==> src/rtl/decode_nbits_pipe_if.sv <==
`default_nettype none
// ============================================================================
// Module      : decode_nbits_pipe_if
// Description : Handshake bundle for decode_nbits_pipe. Upstream pushes a
//               binary code, downstream pops the stored code and its decode.
// Revision    : 1.0 - initial release
// ============================================================================
interface decode_nbits_pipe_if #(
    parameter int N = 3
);
    logic                in_valid;
    logic                in_ready;
    logic [N-1:0]        in_code;
    logic                in_en;
    logic                out_valid;
    logic                out_ready;
    logic [(2**N)-1:0]   out_dec;
    logic [N-1:0]        out_code;
    logic [1:0]          level;

    // Environment side: produces codes and consumes decoded entries
    modport master (
        output in_valid, in_code, in_en, out_ready,
        input  in_ready, out_valid, out_dec, out_code, level
    );

    // Decoder side
    modport slave (
        input  in_valid, in_code, in_en, out_ready,
        output in_ready, out_valid, out_dec, out_code, level
    );
endinterface
`default_nettype wire

==> src/rtl/decode_nbits_pipe.sv <==
`default_nettype none
// ============================================================================
// Module      : decode_nbits_pipe
// Description : N-bit binary to 2**N one-hot / thermometer decoder, decoded at
//               accept time and buffered in a 2-entry FIFO with valid/ready
//               handshakes on both sides.
// Revision    : 1.0 - initial release
// ============================================================================
module decode_nbits_pipe #(
    parameter int N    = 3,
    parameter int MODE = 0
) (
    input  wire logic          clk,
    input  wire logic          rst_n,
    decode_nbits_pipe_if.slave bus
);

    localparam int c_dec_w = 2**N;

    logic [c_dec_w-1:0] w_dec;
    logic               w_in_ready;
    logic               w_out_valid;
    logic               w_push;
    logic               w_pop;

    logic [c_dec_w-1:0] r_mem_dec  [2];
    logic [N-1:0]       r_mem_code [2];
    logic               r_wptr;
    logic               r_rptr;
    logic [1:0]         r_level;

    // Decode on the input side so the stored word drives the outputs directly
    generate
        for (genvar gi = 0; gi < c_dec_w; gi++) begin : g_dec_bit
            localparam logic [N-1:0] c_idx = N'(gi);
            if (MODE == 0) begin : g_onehot
                assign w_dec[gi] = bus.in_en & (bus.in_code == c_idx);
            end else begin : g_thermo
                assign w_dec[gi] = bus.in_en & (c_idx <= bus.in_code);
            end
        end
    endgenerate

    // Ready depends only on registered occupancy, never on out_ready
    assign w_in_ready  = (r_level != 2'd2);
    assign w_out_valid = (r_level != 2'd0);
    assign w_push      = bus.in_valid & w_in_ready;
    assign w_pop       = w_out_valid & bus.out_ready;

    // Pointer and occupancy bookkeeping; 1-bit pointers wrap modulo 2
    always_ff @(posedge clk or negedge rst_n) begin
        if (!rst_n) begin
            r_wptr  <= 1'b0;
            r_rptr  <= 1'b0;
            r_level <= 2'd0;
        end else begin
            if (w_push) begin
                r_wptr <= ~r_wptr;
            end
            if (w_pop) begin
                r_rptr <= ~r_rptr;
            end
            case ({w_push, w_pop})
                2'b10:   r_level <= r_level + 2'd1;
                2'b01:   r_level <= r_level - 2'd1;
                default: r_level <= r_level;
            endcase
        end
    end

    // Entry storage: decoded word together with the original code
    always_ff @(posedge clk or negedge rst_n) begin
        if (!rst_n) begin
            for (int i = 0; i < 2; i++) begin
                r_mem_dec[i]  <= '0;
                r_mem_code[i] <= '0;
            end
        end else if (w_push) begin
            r_mem_dec[r_wptr]  <= w_dec;
            r_mem_code[r_wptr] <= bus.in_code;
        end
    end

    assign bus.in_ready  = w_in_ready;
    assign bus.out_valid = w_out_valid;
    assign bus.level     = r_level;
    // Outputs are held at zero whenever the FIFO is empty
    assign bus.out_dec   = w_out_valid ? r_mem_dec[r_rptr]  : '0;
    assign bus.out_code  = w_out_valid ? r_mem_code[r_rptr] : '0;

endmodule
`default_nettype wire

==> src/flat_wrapper.sv <==
// flat-port wrapper written by rule: the top's interface ports become plain ports
module decode_nbits_pipe_flat 
#(
    parameter int N    = 3,
    parameter int MODE = 0
)
  (clk, rst_n, bus_in_valid, bus_in_code, bus_in_en, bus_out_ready, bus_in_ready, bus_out_valid, bus_out_dec, bus_out_code, bus_level);
  decode_nbits_pipe_if #(.N(N)) bus_i ();
  input  wire logic clk;
  input  wire logic rst_n;
  input wire logic [$bits(bus_i.in_valid)-1:0] bus_in_valid;
  input wire logic [$bits(bus_i.in_code)-1:0] bus_in_code;
  input wire logic [$bits(bus_i.in_en)-1:0] bus_in_en;
  input wire logic [$bits(bus_i.out_ready)-1:0] bus_out_ready;
  output wire logic [$bits(bus_i.in_ready)-1:0] bus_in_ready;
  output wire logic [$bits(bus_i.out_valid)-1:0] bus_out_valid;
  output wire logic [$bits(bus_i.out_dec)-1:0] bus_out_dec;
  output wire logic [$bits(bus_i.out_code)-1:0] bus_out_code;
  output wire logic [$bits(bus_i.level)-1:0] bus_level;
  assign bus_i.in_valid = bus_in_valid;
  assign bus_i.in_code = bus_in_code;
  assign bus_i.in_en = bus_in_en;
  assign bus_i.out_ready = bus_out_ready;
  assign bus_in_ready = bus_i.in_ready;
  assign bus_out_valid = bus_i.out_valid;
  assign bus_out_dec = bus_i.out_dec;
  assign bus_out_code = bus_i.out_code;
  assign bus_level = bus_i.level;
  decode_nbits_pipe #(.N(N), .MODE(MODE)) u_core (.clk(clk), .rst_n(rst_n), .bus(bus_i));
endmodule
==> config.mk <==
export PLATFORM = sky130hd
export DESIGN_NAME = decode_nbits_pipe_flat
export DESIGN_NICKNAME = d
export VERILOG_FILES = /design/src/rtl/decode_nbits_pipe_if.sv /design/src/rtl/decode_nbits_pipe.sv /design/src/flat_wrapper.sv
export SDC_FILE = /design/constraint.sdc
export NUM_CORES = 1
export LEC_CHECK = 0
export ABC_AREA = 1
export CORE_MARGIN = 10
export CORE_UTILIZATION = 55
export CTS_CLUSTER_DIAMETER = 40
export DETAILED_ROUTE_END_ITERATION = 10
export PLACE_DENSITY = 0.82
export SLEW_MARGIN = 40
export SYNTH_ARGS = -nofsm -noshare
export SYNTH_HDL_FRONTEND = slang
export SYNTH_SLANG_ARGS = --single-unit
export TNS_END_PERCENT = 50
==> constraint.sdc <==
create_clock -name clk -period 2.44 [get_ports clk]
set_input_delay 0.366 -clock clk [delete_from_list [all_inputs] [get_ports clk]]
set_output_delay 0.366 -clock clk [all_outputs]
set_load 0.02 [all_outputs]
# == Word-level counts from Yosys, hierarchy flattened ==
# Cells that the tools add are included.
# classes
n_reduce_logical,4
add_sub_neg,2
magnitude_cmp,3
muxes,15
n_bitwise,14
n_eq_ne,10
# op_table
operator,n
8-bit 2-to-1 mux,5
16-bit bitwise mux,1
3-bit 2-to-1 mux,5
3-bit == test (second input constant),4
1-bit bitwise AND,10
8-bit demux with 1-bit select,1
6-bit bitwise mux,1
3-bit by 2-bit == test with 1-bit output (second input constant),2
2-bit >= comparator (second input constant),2
1-bit NOT with 2-bit output,2
2-bit one-hot mux with 2 select lines,1
2-bit nonzero test,2
3-bit demux with 1-bit select,1
3-bit by 1-bit == test with 1-bit output (second input constant),1
3-bit zero test,1
2-bit by 1-bit adder with 2-bit output (second input constant),1
2-bit by 1-bit == test with 1-bit output (second input constant),1
2-bit == test (second input constant),1
2-bit by 1-bit less-than comparator with 1-bit output (second input constant),1
2-bit != test (second input constant),1
1-bit NOT,2
2-bit by 1-bit subtractor with 2-bit output (second input constant),1
1-bit logical AND,1
# word_totals
regBits,26
inputBits,8
out_inout_bits,15

# == Depth between registers and ports, before layout ==
# logic_depth
word_depth,6
depth_mapped,9
mapped_depth_nobuf,9

# == Least setup slack after synthesis ==
# Ideal clock, no wire load.
# synth_path
path_kind,register to output
start,"reg u_core.r_level[1], in the netlist u_core.bus.level[1]"
end,out bus_out_code[0]
path_slack_ps,910
path_stages_with_launch,4
t_arrival_ps,1164
path_cell_list,dfrtp_1 > nor2_1 > buf_2 > a21oi_1
# synth_between
elab_chain_cells,2
# synth_lines
item,line_no,rtl
start: declaration,decode_nbits_pipe.sv:30,logic [1:0] r_level;
start signal: assignment,decode_nbits_pipe.sv:64,2'b10: r_level <= r_level + 2'd1;
start signal: assignment,decode_nbits_pipe.sv:65,2'b01: r_level <= r_level - 2'd1;
start signal: assignment,decode_nbits_pipe.sv:66,default: r_level <= r_level;
2-bit nonzero test,decode_nbits_pipe.sv:46,assign w_out_valid = (r_level != 2'd0);
3-bit 2-to-1 mux,decode_nbits_pipe.sv:89,assign bus.out_code = w_out_valid ? r_mem_code[r_rptr] : '0;
end: declaration,flat_wrapper.sv:18,output wire logic [$bits(bus_i.out_code)-1:0] bus_out_code;
# No other way between the ends.

# == Worst setup path after layout ==
# layout_path
start,reg u_core.r_rptr
end,out bus_out_dec[4]
# layout_between
elab_chain_cells,5
# layout_lines
item,line_no,rtl
start: declaration,decode_nbits_pipe.sv:29,logic r_rptr;
start signal: assignment,decode_nbits_pipe.sv:61,r_rptr <= ~r_rptr;
1-bit NOT with 2-bit output (implied by the code),decode_nbits_pipe.sv:88,assign bus.out_dec = w_out_valid ? r_mem_dec[r_rptr] : '0;
8-bit 2-to-1 mux (implied by the code) (3 in a row),decode_nbits_pipe.sv:88,
8-bit 2-to-1 mux,decode_nbits_pipe.sv:88,
end: declaration,flat_wrapper.sv:17,output wire logic [$bits(bus_i.out_dec)-1:0] bus_out_dec;
# No other way between the ends. The select of a mux whose other input is x is not followed.

==> reports/metrics.cfg <==
[global_route]
grt_max_degree = 27
grt_pass1_vias = 1056
track_usage = 0.1172
grt_pass1_wl_um = 4843
antenna_found_initial = 0
overflow = 0

[place]
dp_slack_ns = 0.5326
place.gp.congestion = 0.9233
placed_cells = 201
io_buffers = 22
hpwlAfterDp_um = 2056

[power]
p_int_mw = 1.024
seqPwrFrac = 0.367
leakage_nw = 0.7379
power.share.clock = 0.121
p_sw_mw = 0.7876
comb_power_share = 0.512
powerDensity_nw_per_um2 = 1130
p_sw_frac = 0.4347
peakVddDrop_mv = 0.9505

[timing]
slew-limit-headroom = 0.7559
fmax_mhz = 438.8
rsz0062_at_grt = false
layout_min_cycle_time_ns = 2.279
worst_pin_slew_ns = 0.3657
final.setup.tns_ns = 0
drv_slew = 0
skew_ns = 0.004481
period_share = 0.9339
finalWorstSetupSlack_ns = 0.1613
setup_viol = 0
hold_violations = 0

[clock_network]
cts_hold_buf = 0
cts-resized-gates = 0
postCtsSetupBuffers = 0
clock_latency_ns = 0.32
cts_tree = done
h-tree-depth = 1
clkSinkCount = 26
numCtsBuffers = 3
root_buffer = clkbuf_4
clk_pin_slew_ns = 0.14
clockBufferDepth = 2

[yosys]
yosysWarnings = 0
syn-cell-area_um2 = 1353
synth_seq_cells = 26
synth.top_cells.by_count = 61 x nand2_1, 26 x dfrtp_1, 22 x o21ai_2
synth_cells = 155
yosysUniqueCellTypes = 17
yosysMostFrequentCell = nand2_1
synth_nets = 164
ys_top_cells_by_area = dfrtp_1 48%, nand2_1 17%, o21ai_2 14%
ys_seq_area_frac = 0.4810
synth_top_area_share = 0.4810
synth_edf_count = 0
yosys.area.top_type = dfrtp_1
synthFlopType = dfrtp_1
async_flop_share = 1.000
synth_area_per_cell_um2 = 8.726

[floorplan]
core_um2 = 2276
dieArea_um2 = 4843
num_rows = 17
die_h_um = 69.59
ioPinCount = 23
dieWidth_um = 69.59
start_util = 0.5943

[setup_path]
reg2reg_setup_slack_ns = 0.84
critPathSlowestCell = clkdlybuf4s50_1
startpoint_type = flip-flop
arrival_ns = 1.91
path_max_fanout = 11
critPathMaxStageDelay_ns = 0.63
end_kind = output port
crit_buf_inv = 2
cp_top_family = buffers and inverters
crit_chain = inv_1 -> nand2_1 -> a21oi_1 -> clkdlybuf4s50_1
reg2reg_depth = 8
reg2reg_to = u_core.bus.level[1]
critPathRequiredTime_ns = 2.07
timing.rr.start = u_core.bus.level[0]
criticalPathCategory = reg -> out

[route]
detail-route-antenna-nets = 0
vias_per_cell = 5.161
vias = 1058
drc = 0
drt_iter0_markers = 61
wirelength_um = 2804
wire_per_inst_um = 13.68
dr.pass1.iters = 4

[final_layout]
post_layout_nonfiller_instances = 205
antenna_cells = 0
syn2layout_area_growth_pct = 18.59
layout.nets = 187
layout-drive-gt1-share = 0.1864

[run_status]
status = finished, final reports clean

[worst_hold_path]
hold_path.class = in -> async

[job]
cap_viol_max_count = 0

==> per-layer routing <==
metal	track usage	routed length [µm]	up-vias
li1	-	-	536
met3	0.03709	191	5
met5	0	0	-
met4	0.04656	40	0
met2	0.1845	1303	30
met1	0.1434	1269	487
==> power groups by stage <==
stage          Combinational (mW)  Clock [mW]  Sequential [mW]
3_3_place_gp                0.910           0            0.662
5_1_grt                      1.02       0.239            0.683
3_5_place_dp                0.937           0            0.673
2_1_floorplan               0.636           0            0.675
4_1_cts                     0.940       0.224            0.663
6_report                    0.928       0.219            0.664
==> cell type report <==
cell class,count,area (µm²)
Clock buffer,4,36.28
Fill cell,171,671.9
Inverter,14,52.55
Multi-Input combinational cell,108,586.8
Sequential cell,26,650.6
Tap cell,28,35.03
Timing Repair Buffer,25,242.7
==> state kept, by name, summed over array words and instances, names as in the netlist <==
name	cells
u_core.bus.level	2
u_core.r_mem_dec	16
u_core.r_wptr	1
u_core.r_mem_code	6
u_core.r_rptr	1
==> cell usage in the layout, fill, tap and decap left out <==
cell type        count
nand3_4              2
nor2_1               6
nand2_4              1
inv_1               13
xnor2_1              1
nand2_1             61
nand4_1              1
inv_2                1
dfrtp_1             26
xor2_1               1
nand3_1              1
clkbuf_8             1
clkdlybuf4s50_1     22
clkbuf_4             3
a21oi_1             11
buf_4                3
ha_1                 1
o21ai_2             22
==> kinds of logic (layout without fill, tap and decap cells) <==
logic type,Yosys count,count (layout),share of synthesized area
AND/OR/NAND/NOR,72,72,0.2285
AO/OA/AOI/OAI,33,33,0.1832
flip-flops,26,26,0.4810
buffers and inverters,21,43,0.08510
XOR/XNOR,2,2,0.01295
adder cells (fa/ha/maj),1,1,0.009249
==> through the flow <==
| step | hold slack (ns) | instance area [µm²] | util | total power [mW] |
|---|---|---|---|---|
| final | 0.3865 | 1604 | 0.7048 | 1.812 |
| after global placement | 0.4636 | 1568 | 0.6888 | 1.572 |
| after detailed placement | 0.4679 | 1568 | 0.6888 | 1.609 |
| after CTS | 0.4019 | 1604 | 0.7048 | 1.828 |
| after floorplan | 0.07041 | 1353 | - | 1.311 |
| after global routing | 0.4254 | 1604 | 0.7048 | 1.939 |
==> worst max path at each step <==
stage | from | to | cells after the start
after floorplan | u_core.bus.level[1] | bus_out_code[0] | 3
after global placement | u_core.r_rptr | bus_out_dec[3] | 4
after detailed placement | u_core.r_rptr | bus_out_dec[4] | 4
after CTS | u_core.r_rptr | bus_out_dec[4] | 4
after global routing | u_core.r_rptr | bus_out_dec[0] | 4
final | u_core.r_rptr | bus_out_dec[4] | 4
(Power assumes the default switching activity.)
